### src/rtl/logic_op_sequencer_if.sv
// Valid/ready command and result channels of the 4-bit ALU logic path.
// The stimulus source is the master; the sequencer is the slave.
interface logic_op_sequencer_if #(
   parameter int DATA_W = 4
);
   logic              in_valid;
   logic              in_ready;
   logic [2:0]        in_op;
   logic [DATA_W-1:0] in_a;
   logic [DATA_W-1:0] in_b;
   logic              in_acc_sel;

   logic              out_valid;
   logic              out_ready;
   logic [DATA_W-1:0] out_result;
   logic [2:0]        out_op;
   logic              out_zero;
   logic              out_parity;
   logic              out_err;

   modport master (
      output in_valid, in_op, in_a, in_b, in_acc_sel, out_ready,
      input  in_ready, out_valid, out_result, out_op, out_zero, out_parity, out_err
   );

   modport slave (
      input  in_valid, in_op, in_a, in_b, in_acc_sel, out_ready,
      output in_ready, out_valid, out_result, out_op, out_zero, out_parity, out_err
   );
endinterface

### src/rtl/logic_op_sequencer.sv
// Logic-op command unit: evaluates one of seven bitwise functions per accepted
// command, chains through a 4-bit accumulator and returns a registered result beat.
module logic_op_sequencer #(
   parameter int DATA_W = 4,
   parameter int CNT_W  = 8
) (
   input  logic                  clk,
   input  logic                  rst,
   logic_op_sequencer_if.slave   bus,
   output logic [DATA_W-1:0]     acc,
   output logic [CNT_W-1:0]      op_count
);

   typedef enum logic [2:0] {
      OP_AND  = 3'd0,
      OP_NAND = 3'd1,
      OP_OR   = 3'd2,
      OP_NOR  = 3'd3,
      OP_XOR  = 3'd4,
      OP_XNOR = 3'd5,
      OP_NOT  = 3'd6,
      OP_ILL  = 3'd7
   } op_e;

   logic              accept;
   logic              legal;
   logic [DATA_W-1:0] eff_a;
   logic [DATA_W-1:0] result;

   // NOTE: in_ready depends on out_ready combinationally so a full output
   // register can drain and take the next command on the same edge.
   assign bus.in_ready = ~rst & (~bus.out_valid | bus.out_ready);
   assign accept       = bus.in_valid & bus.in_ready;

   always_comb begin
      eff_a  = bus.in_acc_sel ? acc : bus.in_a;
      result = '0;
      legal  = 1'b1;
      case (op_e'(bus.in_op))
         OP_AND:  result = eff_a & bus.in_b;
         OP_NAND: result = ~(eff_a & bus.in_b);
         OP_OR:   result = eff_a | bus.in_b;
         OP_NOR:  result = ~(eff_a | bus.in_b);
         OP_XOR:  result = eff_a ^ bus.in_b;
         OP_XNOR: result = ~(eff_a ^ bus.in_b);
         OP_NOT:  result = ~eff_a;
         default: legal  = 1'b0;
      endcase
   end

   always_ff @(posedge clk) begin
      if (rst) begin
         bus.out_valid  <= 1'b0;
         bus.out_result <= '0;
         bus.out_op     <= '0;
         bus.out_zero   <= 1'b0;
         bus.out_parity <= 1'b0;
         bus.out_err    <= 1'b0;
         acc            <= '0;
         op_count       <= '0;
      end else if (accept) begin
         // An illegal op still produces a beat (result 0) but leaves acc/op_count alone.
         bus.out_valid  <= 1'b1;
         bus.out_result <= result;
         bus.out_op     <= bus.in_op;
         bus.out_zero   <= (result == '0);
         bus.out_parity <= ^result;
         bus.out_err    <= ~legal;
         if (legal) begin
            acc <= result;
            if (op_count != '1)
               op_count <= op_count + CNT_W'(1);
         end
      end else if (bus.out_ready) begin
         bus.out_valid <= 1'b0;
      end
   end

endmodule

### src/flat_wrapper.sv
// flat-port wrapper written by rule: the top's interface ports become plain ports
module logic_op_sequencer_flat 
#(
   parameter int DATA_W = 4,
   parameter int CNT_W  = 8
)
  (clk, rst, acc, op_count, bus_in_valid, bus_in_op, bus_in_a, bus_in_b, bus_in_acc_sel, bus_out_ready, bus_in_ready, bus_out_valid, bus_out_result, bus_out_op, bus_out_zero, bus_out_parity, bus_out_err);
  logic_op_sequencer_if #(.DATA_W(DATA_W)) bus_i ();
  input  logic clk;
  input  logic rst;
  output logic [DATA_W-1:0] acc;
  output logic [CNT_W-1:0] op_count;
  input wire logic [$bits(bus_i.in_valid)-1:0] bus_in_valid;
  input wire logic [$bits(bus_i.in_op)-1:0] bus_in_op;
  input wire logic [$bits(bus_i.in_a)-1:0] bus_in_a;
  input wire logic [$bits(bus_i.in_b)-1:0] bus_in_b;
  input wire logic [$bits(bus_i.in_acc_sel)-1:0] bus_in_acc_sel;
  input wire logic [$bits(bus_i.out_ready)-1:0] bus_out_ready;
  output wire logic [$bits(bus_i.in_ready)-1:0] bus_in_ready;
  output wire logic [$bits(bus_i.out_valid)-1:0] bus_out_valid;
  output wire logic [$bits(bus_i.out_result)-1:0] bus_out_result;
  output wire logic [$bits(bus_i.out_op)-1:0] bus_out_op;
  output wire logic [$bits(bus_i.out_zero)-1:0] bus_out_zero;
  output wire logic [$bits(bus_i.out_parity)-1:0] bus_out_parity;
  output wire logic [$bits(bus_i.out_err)-1:0] bus_out_err;
  assign bus_i.in_valid = bus_in_valid;
  assign bus_i.in_op = bus_in_op;
  assign bus_i.in_a = bus_in_a;
  assign bus_i.in_b = bus_in_b;
  assign bus_i.in_acc_sel = bus_in_acc_sel;
  assign bus_i.out_ready = bus_out_ready;
  assign bus_in_ready = bus_i.in_ready;
  assign bus_out_valid = bus_i.out_valid;
  assign bus_out_result = bus_i.out_result;
  assign bus_out_op = bus_i.out_op;
  assign bus_out_zero = bus_i.out_zero;
  assign bus_out_parity = bus_i.out_parity;
  assign bus_out_err = bus_i.out_err;
  logic_op_sequencer #(.DATA_W(DATA_W), .CNT_W(CNT_W)) u_core (.clk(clk), .rst(rst), .bus(bus_i), .acc(acc), .op_count(op_count));
endmodule
### config.mk
export PLATFORM = sky130hd
export DESIGN_NAME = logic_op_sequencer_flat
export DESIGN_NICKNAME = d
export VERILOG_FILES = /design/src/rtl/logic_op_sequencer_if.sv /design/src/rtl/logic_op_sequencer.sv /design/src/flat_wrapper.sv
export SDC_FILE = /design/constraint.sdc
export NUM_CORES = 1
export LEC_CHECK = 0
export ABC_AREA = 1
export CAP_MARGIN = 10
export CORE_MARGIN = 1.5
export CORE_UTILIZATION = 40
export CTS_BUF_LIST = sky130_fd_sc_hd__clkbuf_16
export CTS_CLUSTER_SIZE = 24
export DETAILED_ROUTE_END_ITERATION = 8
export GPL_TIMING_DRIVEN = 1
export PLACE_DENSITY_LB_ADDON = 0.15
export SLEW_MARGIN = 0
export SYNTH_ARGS = -nofsm -noshare
export SYNTH_HDL_FRONTEND = slang
export SYNTH_SLANG_ARGS = --single-unit
### constraint.sdc
create_clock -name clk -period 4.92 [get_ports clk]
set_input_delay 0.492 -clock clk [delete_from_list [all_inputs] [get_ports clk]]
set_output_delay 0.492 -clock clk [all_outputs]
set_load 0.02 [all_outputs]
======== Yosys cells after proc, flatten, opt, wreduce, memory -nomap -nowiden ========
Index checks and enable logic that the tools add are counted.
word-level totals
  register bits ........................... 23
  output and inout bits ................... 24
  logic and storage cells ................. 41
operators by class
  eq/ne operators ......................... 7
  multiplexer cells ....................... 5
  bitwise logic cells ..................... 13
  reduce and logical (&&, ||, !) cells .... 7
  add/subtract/negate cells ............... 1
operators with widths
  kind                 count
  $pmux 4 s7           1
  $not 4->4            4
  $eq 3x3->1 const B   3
  $add 8x1->8 const B  1
  $ne 8x8->1 const B   1
  $reduce_or 7->1      1
  $eq 3x2->1 const B   2
  $and 4x4->4          1
  $logic_not 4->1      1
  $mux 4               1
  $or 4x4->4           1
  $reduce_xor 4->1     1
  $xor 4x4->4          1
  $eq 3x1->1 const B   1
  $logic_not 3->1      1
  $mux 1               3
  $not 1->1            3
  $reduce_and 3->1     1
  $and 1x1->1          2
  $reduce_and 2->1     1
  $reduce_bool 2->1    1
  $or 1x1->1           1

======== Logic depth before layout (Yosys ltp) ========
Gate-level depths: netlist of run 1.
  word-level depth ........................ 5
  depth in mapped cells ................... 13

======== Least setup slack after synthesis of run 1 ========
OpenSTA, ideal clock, no wires.
  kind .................................... input port to flip-flop
  from .................................... input port bus_in_acc_sel
  to ...................................... register u_core.bus.out_parity
  setup time .............................. 0.122 ns
  stages .................................. 10
  data arrival time ....................... 1.767 ns
  path slack .............................. 3.031 ns
  path buffers ............................ 0
  path through ............................ o21ai_0 > ha_1 > nand3_1 > o21ai_1 > nor2_1 > nand2_1 > inv_1 > ha_1 > xnor2_1 > o21ai_0
between the ends
  cells in the longest elaborated chain, start to end .. 5
  elaborated cells on any way between the ends .. 10
ends and longest elaborated chain
  what                                 RTL line                                                                      RTL
  start: declaration                   flat_wrapper.sv:17                                                            input wire logic [$bits(bus_i.in_acc_sel)-1:0] bus_in_acc_sel;
  $mux 4 *                             logic_op_sequencer.sv:36                                                      eff_a = bus.in_acc_sel ? acc : bus.in_a;
  $xor 4x4->4 (tied with other cells)  logic_op_sequencer.sv:44, logic_op_sequencer.sv:45
  $not 4->4, on equally long branches  logic_op_sequencer.sv:45, logic_op_sequencer.sv:41, logic_op_sequencer.sv:43
  $pmux 4 s7 *                         logic_op_sequencer.sv:39                                                      case (op_e'(bus.in_op))
  $reduce_xor 4->1 *                   logic_op_sequencer.sv:67                                                      bus.out_parity <= ^result;
  end signal: assignment               logic_op_sequencer.sv:67
  end: declaration                     logic_op_sequencer_if.sv:28                                                   output in_ready, out_valid, out_result, out_op, out_zero, out_parity, out_err
Mark *: on every way between the ends. The rest lies on a longest branch, timed or not.
A chain may end at the register's enable or synchronous reset.

======== Worst setup path in the final report of run 1 ========
  from .................................... input port rst
  to ...................................... output port bus_in_ready
between the ends
  cells in the longest elaborated chain, start to end .. 2
ends and longest elaborated chain
  what                RTL line                  RTL
  start: declaration  flat_wrapper.sv:10        input logic rst;
  $not 1->1           logic_op_sequencer.sv:32  assign bus.in_ready = ~rst & (~bus.out_valid | bus.out_ready);
  $and 1x1->1         logic_op_sequencer.sv:32
  end: declaration    flat_wrapper.sv:19        output wire logic [$bits(bus_i.in_ready)-1:0] bus_in_ready;
Every way passes these cells.

==> impl_metrics.yaml, run 1 <==
synthesis:
  synth_top_flop_cell: "dfxtp_1"
  synth_nets: 245
  ys_seq_area_frac: 0.300
  yosysWarnings: 0
  synth_area_um2: 1540
  syn_area_per_cell_um2: 7.04
  synth-seq-cells: 23
  async_flop_share: 0
  ys_types: 34
  syn_inst: 218
  synth-edff-count: 0
cells_and_area:
  fin_area_um2: 2010
  register_area_um2: 460
  mostFrequentLayoutCell: "nand2_1"
  area_growth_pct: 30.7
  multiInputGateArea_um2: 875
  fin_cells: 302
  layout_common_cells: "nand2_1, clkdlybuf4s50_1, inv_1"
  antenna_cells: 0
  nFillCells: 366
  num-nets-final: 282
  drive_gt1_frac: 0.0866
timing:
  rsz0062_at_grt: "false"
  maxSlewHeadroom: 0.712
  worst_pin_slew_ps: 430
  fin_crit_ps: 2390
  clock.fmax_mhz: 418
  post-route-period-util: 0.487
  setup_tns_ps: 0
  setup_viol: 0
  skew_ps: 1.55
  maxSlewViolCount: 0
  hold_viol_final: 0
route:
  drc_errors: 0
  ant_nets: 0
  vias: 1395
  wire_per_inst_um: 10.3
  via_per_inst: 4.62
  first_iter_violations: 39
  dr.pass1.iters: 4
  wirelength_um: 3110
cts:
  cts_made_buffers: 3
  path_clk_slew_ps: 60
  cts_root_buf: "clkbuf_16"
  cts_hold_buf: 0
  clock_path_buffers: 2
  clkSinkCount: 23
  insertion_delay_ps: 250
  cts_repair_resize_count: 0
  tritoncts: "built"
  htreeDepth: 1
  post-cts-setup-buffers: 0
floorplanning:
  die_h_um: 65.0
  pin_count: 40
  rows: 22
  core_area_um2: 3660
  dieArea_um2: 4220
  die_w_um: 65.0
  initial_utilization: 0.419
run:
  max-cap-violations: 0
power_and_ir_drop:
  cellLeakagePower_nw: 0.936
  power.density_nw_per_um2: 255
  power.total_mw: 0.512
  peakVddDrop_mv: 0.177
global_routing:
  grt_pass1_vias: 1256
  grt_pass1_wl_um: 5300
  grt_max_degree: 17
  gr-total-overflow: 0
  gr-usage-all-layers: 0.159
  antenna_found_initial: 0
worst_setup_path:
  crit_buf_inv: 2
  crit_top_cell: "clkdlybuf4s50_1"
  cp-end-kind: "output pin"
  setup.reg_to_reg.worst_slack_ps: 3000
  cp.required_ps: 4430
  crit_fanout: 11
  start_kind: "input pin"
  cp_top_family: "buffers and inverters"
  cp_slowest_cell: "clkdlybuf4s50_1"
  max_stage_delay_ps: 620
  critPathKind: "in -> out"
  path_cells: "clkdlybuf4s50_1, nor2_1, clkdlybuf4s50_1"
  worstPathArrival_ps: 1900
place:
  placedCellCount: 298
  gp_congestion: 0.765
  placed_cell_area_um2: 1930
  dpl.hpwl_um: 2460
  io_buffers: 39
outcome:
  status: "finished, final reports clean"
min_path:
  hold_class: "reg -> reg"
[cell type report]
cell class              count  share of cell area
well taps                  48              0.0299
inverters                  36              0.0711
multi-input cells         152               0.436
repair buffers             39               0.195
clock inverters             1             0.00187
clock buffers               3              0.0374
flip-flops and latches     23               0.229
[synth_stat cells (all sizes together), types with 4 or more instances]
cell,n,area share
xnor2,4,0.023
nor2,24,0.075
buf,5,0.033
nand4,4,0.020
o21ai,9,0.029
ha,11,0.090
nand2,56,0.15
nand3,26,0.11
inv,36,0.093
a21oi,9,0.032
dfxtp,23,0.30
[worst reg2reg max path, stage by stage (launching register included)]
cell and delay (ps):
dfxtp_1 360, inv_1 50, nand2_1 40, o21ai_0 140, ha_1 330, nand3_1 70, o21ai_1 90, nor2_1 60
nand2_1 80, inv_1 50, ha_1 300, xnor2_1 140, o21ai_0 90
[kinds of logic after synthesis]
| logic type | Yosys count | share of synthesized area |
|---|---|---|
| xor gates and xnor gates | 6 | 0.0342 |
| buffers and inverters | 43 | 0.130 |
| DFF | 23 | 0.300 |
| AOI/OAI and AO/OA | 21 | 0.0742 |
| muxes | 1 | 0.00652 |
| and+or+nand+nor | 113 | 0.365 |
| adders and majority gates | 11 | 0.0896 |
[where the power goes]
part / leakage [nW] / switching, mW / internal, mW
Clock: 0.0423 / 0.0613 / 0.108
Sequential: 0.188 / 0.00821 / 0.199
Combinational: 0.706 / 0.0746 / 0.0605
Total: 0.936 / 0.144 / 0.368
[state kept, by name (all words and copies together) (netlist names)]
name	flops
u_core.bus.out_err	1
u_core.bus.out_zero	1
u_core.bus.out_result	4
u_core.acc	4
u_core.op_count	8
u_core.bus.out_valid	1
u_core.bus.out_op	3
u_core.bus.out_parity	1
[worst paths after layout]
path	start	to	depth (start not counted)
worst max register to register	u_core.acc[2]	u_core.bus.out_parity	12
worst min register to register	u_core.acc[0]	u_core.acc[0]	2
worst min-delay path	u_core.acc[0]	u_core.acc[0]	2
worst max-delay path	rst	bus_in_ready	3
[stage by stage]
step | util | hold slack (ps) | worst slack (ps)
2_1_floorplan | - | 539 | 3030
3_3_place_gp | 0.527 | 455 | 2310
3_5_place_dp | 0.527 | 459 | 2270
4_1_cts | 0.548 | 474 | 2510
5_1_grt | 0.548 | 491 | 2420
6_report | 0.548 | 471 | 2530
[per-layer routing]
| layer | vias to the layer above | GRT usage | routed length, µm |
|---|---|---|---|
| li1 | 762 | - | - |
| met1 | 593 | 0.217 | 1640 |
| met2 | 36 | 0.249 | 1280 |
| met3 | 4 | 0.0417 | 169 |
| met4 | 0 | 0.0399 | 19 |
| met5 | - | 0 | 0 |
Note: power is estimated with default switching activity, not from simulation.
==> run 2: changes to the inputs <==
==> constraint.sdc (replaced) <==
create_clock -name clk -period 2.5 [get_ports clk]
set_input_delay 0.25 -clock clk [delete_from_list [all_inputs] [get_ports clk]]
set_output_delay 0.25 -clock clk [all_outputs]
set_load 0.02 [all_outputs]
==> run 2 against run 1 <==
Register-to-register slack lost 2400 ps. Worst hold slack worse by 4.9 ps. Sequential share of layout area fell by 0.27 points. Critical path depth increased by 11. Clock power increased by 100%. Cell area is 1.2% higher. First-iteration DRC count grew 28%. Sequential cell count unchanged. Critical path type is now in -> reg. Largest power group unchanged.
==> impl_metrics.yaml, run 2 (synthesized netlist as in run 1, its figures left out) <==
worst_setup_path:
  max_stage_delay_ps: 560
  critPathKind: "in -> reg"
  worstPathArrival_ps: 2240
  cp_top_family: "buffers and inverters"
  crit_fanout: 6
  path_cells: "clkdlybuf4s50_1, inv_2, nand2_1, nand2_1, ha_1, inv_1, nand4_1, nand2_1, nor2_1, nand2_1, inv_1, ha_1, xnor2_1, o21ai_0"
  start_kind: "input pin"
  cp-end-kind: "flip-flop"
  crit_buf_inv: 4
  cp.required_ps: 2640
  crit_top_cell: "nand2_1"
  cp_slowest_cell: "clkdlybuf4s50_1"
floorplanning:
  initial_utilization: 0.419
  die_w_um: 65.0
  pin_count: 40
  rows: 22
  dieArea_um2: 4220
  core_area_um2: 3660
  die_h_um: 65.0
timing:
  maxSlewHeadroom: 0.714
  maxSlewViolCount: 0
  rsz0062_at_grt: "false"
  worst_pin_slew_ps: 428
  clock.fmax_mhz: 476
  setup_viol: 0
  setup_tns_ps: 0
  skew_ps: 5.25
  hold_viol_final: 0
  fin_crit_ps: 2100
  post-route-period-util: 0.840
power_and_ir_drop:
  peakVddDrop_mv: 0.378
  power.density_nw_per_um2: 502
  cellLeakagePower_nw: 0.949
cells_and_area:
  reg_top3: "u_core.op_count: 8 flops, u_core.acc: 4 flops, u_core.bus.out_result: 4 flops"
  largest_reg_flops: 8
  num-nets-final: 285
  layout_common_cells: "nand2_1, clkdlybuf4s50_1, inv_1"
  register_area_um2: 460
  mostFrequentLayoutCell: "nand2_1"
  area_growth_pct: 32.3
  fin_cells: 305
  antenna_cells: 0
  nFillCells: 363
  max_flop_register: "u_core.op_count"
  multiInputGateArea_um2: 875
  drive_gt1_frac: 0.101
cts:
  path_clk_slew_ps: 60
  htreeDepth: 1
  cts_root_buf: "clkbuf_16"
  cts_hold_buf: 0
  cts_repair_resize_count: 0
  cts_made_buffers: 3
  clkSinkCount: 23
  tritoncts: "built"
  post-cts-setup-buffers: 0
  insertion_delay_ps: 260
  clock_path_buffers: 2
place:
  placedCellCount: 301
  gp_congestion: 0.771
  dpl.hpwl_um: 2540
  io_buffers: 39
global_routing:
  grt_pass1_wl_um: 5600
  antenna_found_initial: 0
  grt_pass1_vias: 1296
  grt_max_degree: 17
  gr-usage-all-layers: 0.170
  gr-total-overflow: 0
route:
  wire_per_inst_um: 10.4
  via_per_inst: 4.67
  wirelength_um: 3180
  ant_nets: 0
  first_iter_violations: 50
  vias: 1423
  dr.pass1.iters: 4
  drc_errors: 0
run:
  max-cap-violations: 0
min_path:
  hold_class: "reg -> reg"
outcome:
  status: "finished, final reports clean"
[run 2: path summary, 6_finish.rpt]
kind,endpoint,depth (start not counted),startpoint,slack [ps]
worst max register to register,u_core.bus.out_parity,13,u_core.acc[1],590
worst min-delay path,u_core.bus.out_zero,2,u_core.bus.out_zero,470
worst max-delay path,u_core.bus.out_parity,14,bus_in_acc_sel,400
worst min register to register,u_core.bus.out_zero,2,u_core.bus.out_zero,470
[run 2: per-layer routing]
layer	up-vias	wire length [µm]	part of all wire	track usage
li1	764	-	-	-
met1	621	1640	0.52	0.231
met2	34	1340	0.42	0.262
met3	4	165	0.052	0.0469
met4	0	31	0.0097	0.0479
met5	-	0	0	0
[run 2: report_power, final]
part | internal (mW) | switching [mW]
logic | 0.123 | 0.148
clock network | 0.215 | 0.126
registers | 0.392 | 0.0164
total | 0.729 | 0.290
[run 2: cell type report]
cell class,count,share of cell area
repair buffers,42,0.203
multi-input cells,152,0.431
flip-flops and latches,23,0.227
inverters,36,0.0702
clock buffers,3,0.0370
well taps,48,0.0296
clock inverters,1,0.00246
[run 2: worst reg2reg max path, cell delays in order (launching register included)]
cell and delay, ps:
dfxtp_1 370, inv_1 60, nand2_1 50, nand2_1 110
ha_1 310, inv_1 60, nand4_1 80, nand2_1 90
nor2_1 40, nand2_1 70, inv_1 50, ha_1 300
xnor2_1 150, o21ai_0 80
[run 2: per-stage QoR]
stage	utilization	area [µm²]	total power, mW	setup slack, ps	hold slack [ps]
after floorplan	-	1540	0.585	651	478
after global placement	0.533	1950	0.685	142	455
after detailed placement	0.533	1950	0.688	117	457
after CTS	0.555	2030	1.03	380	467
after global routing	0.555	2030	1.08	142	488
final	0.555	2030	1.02	400	466
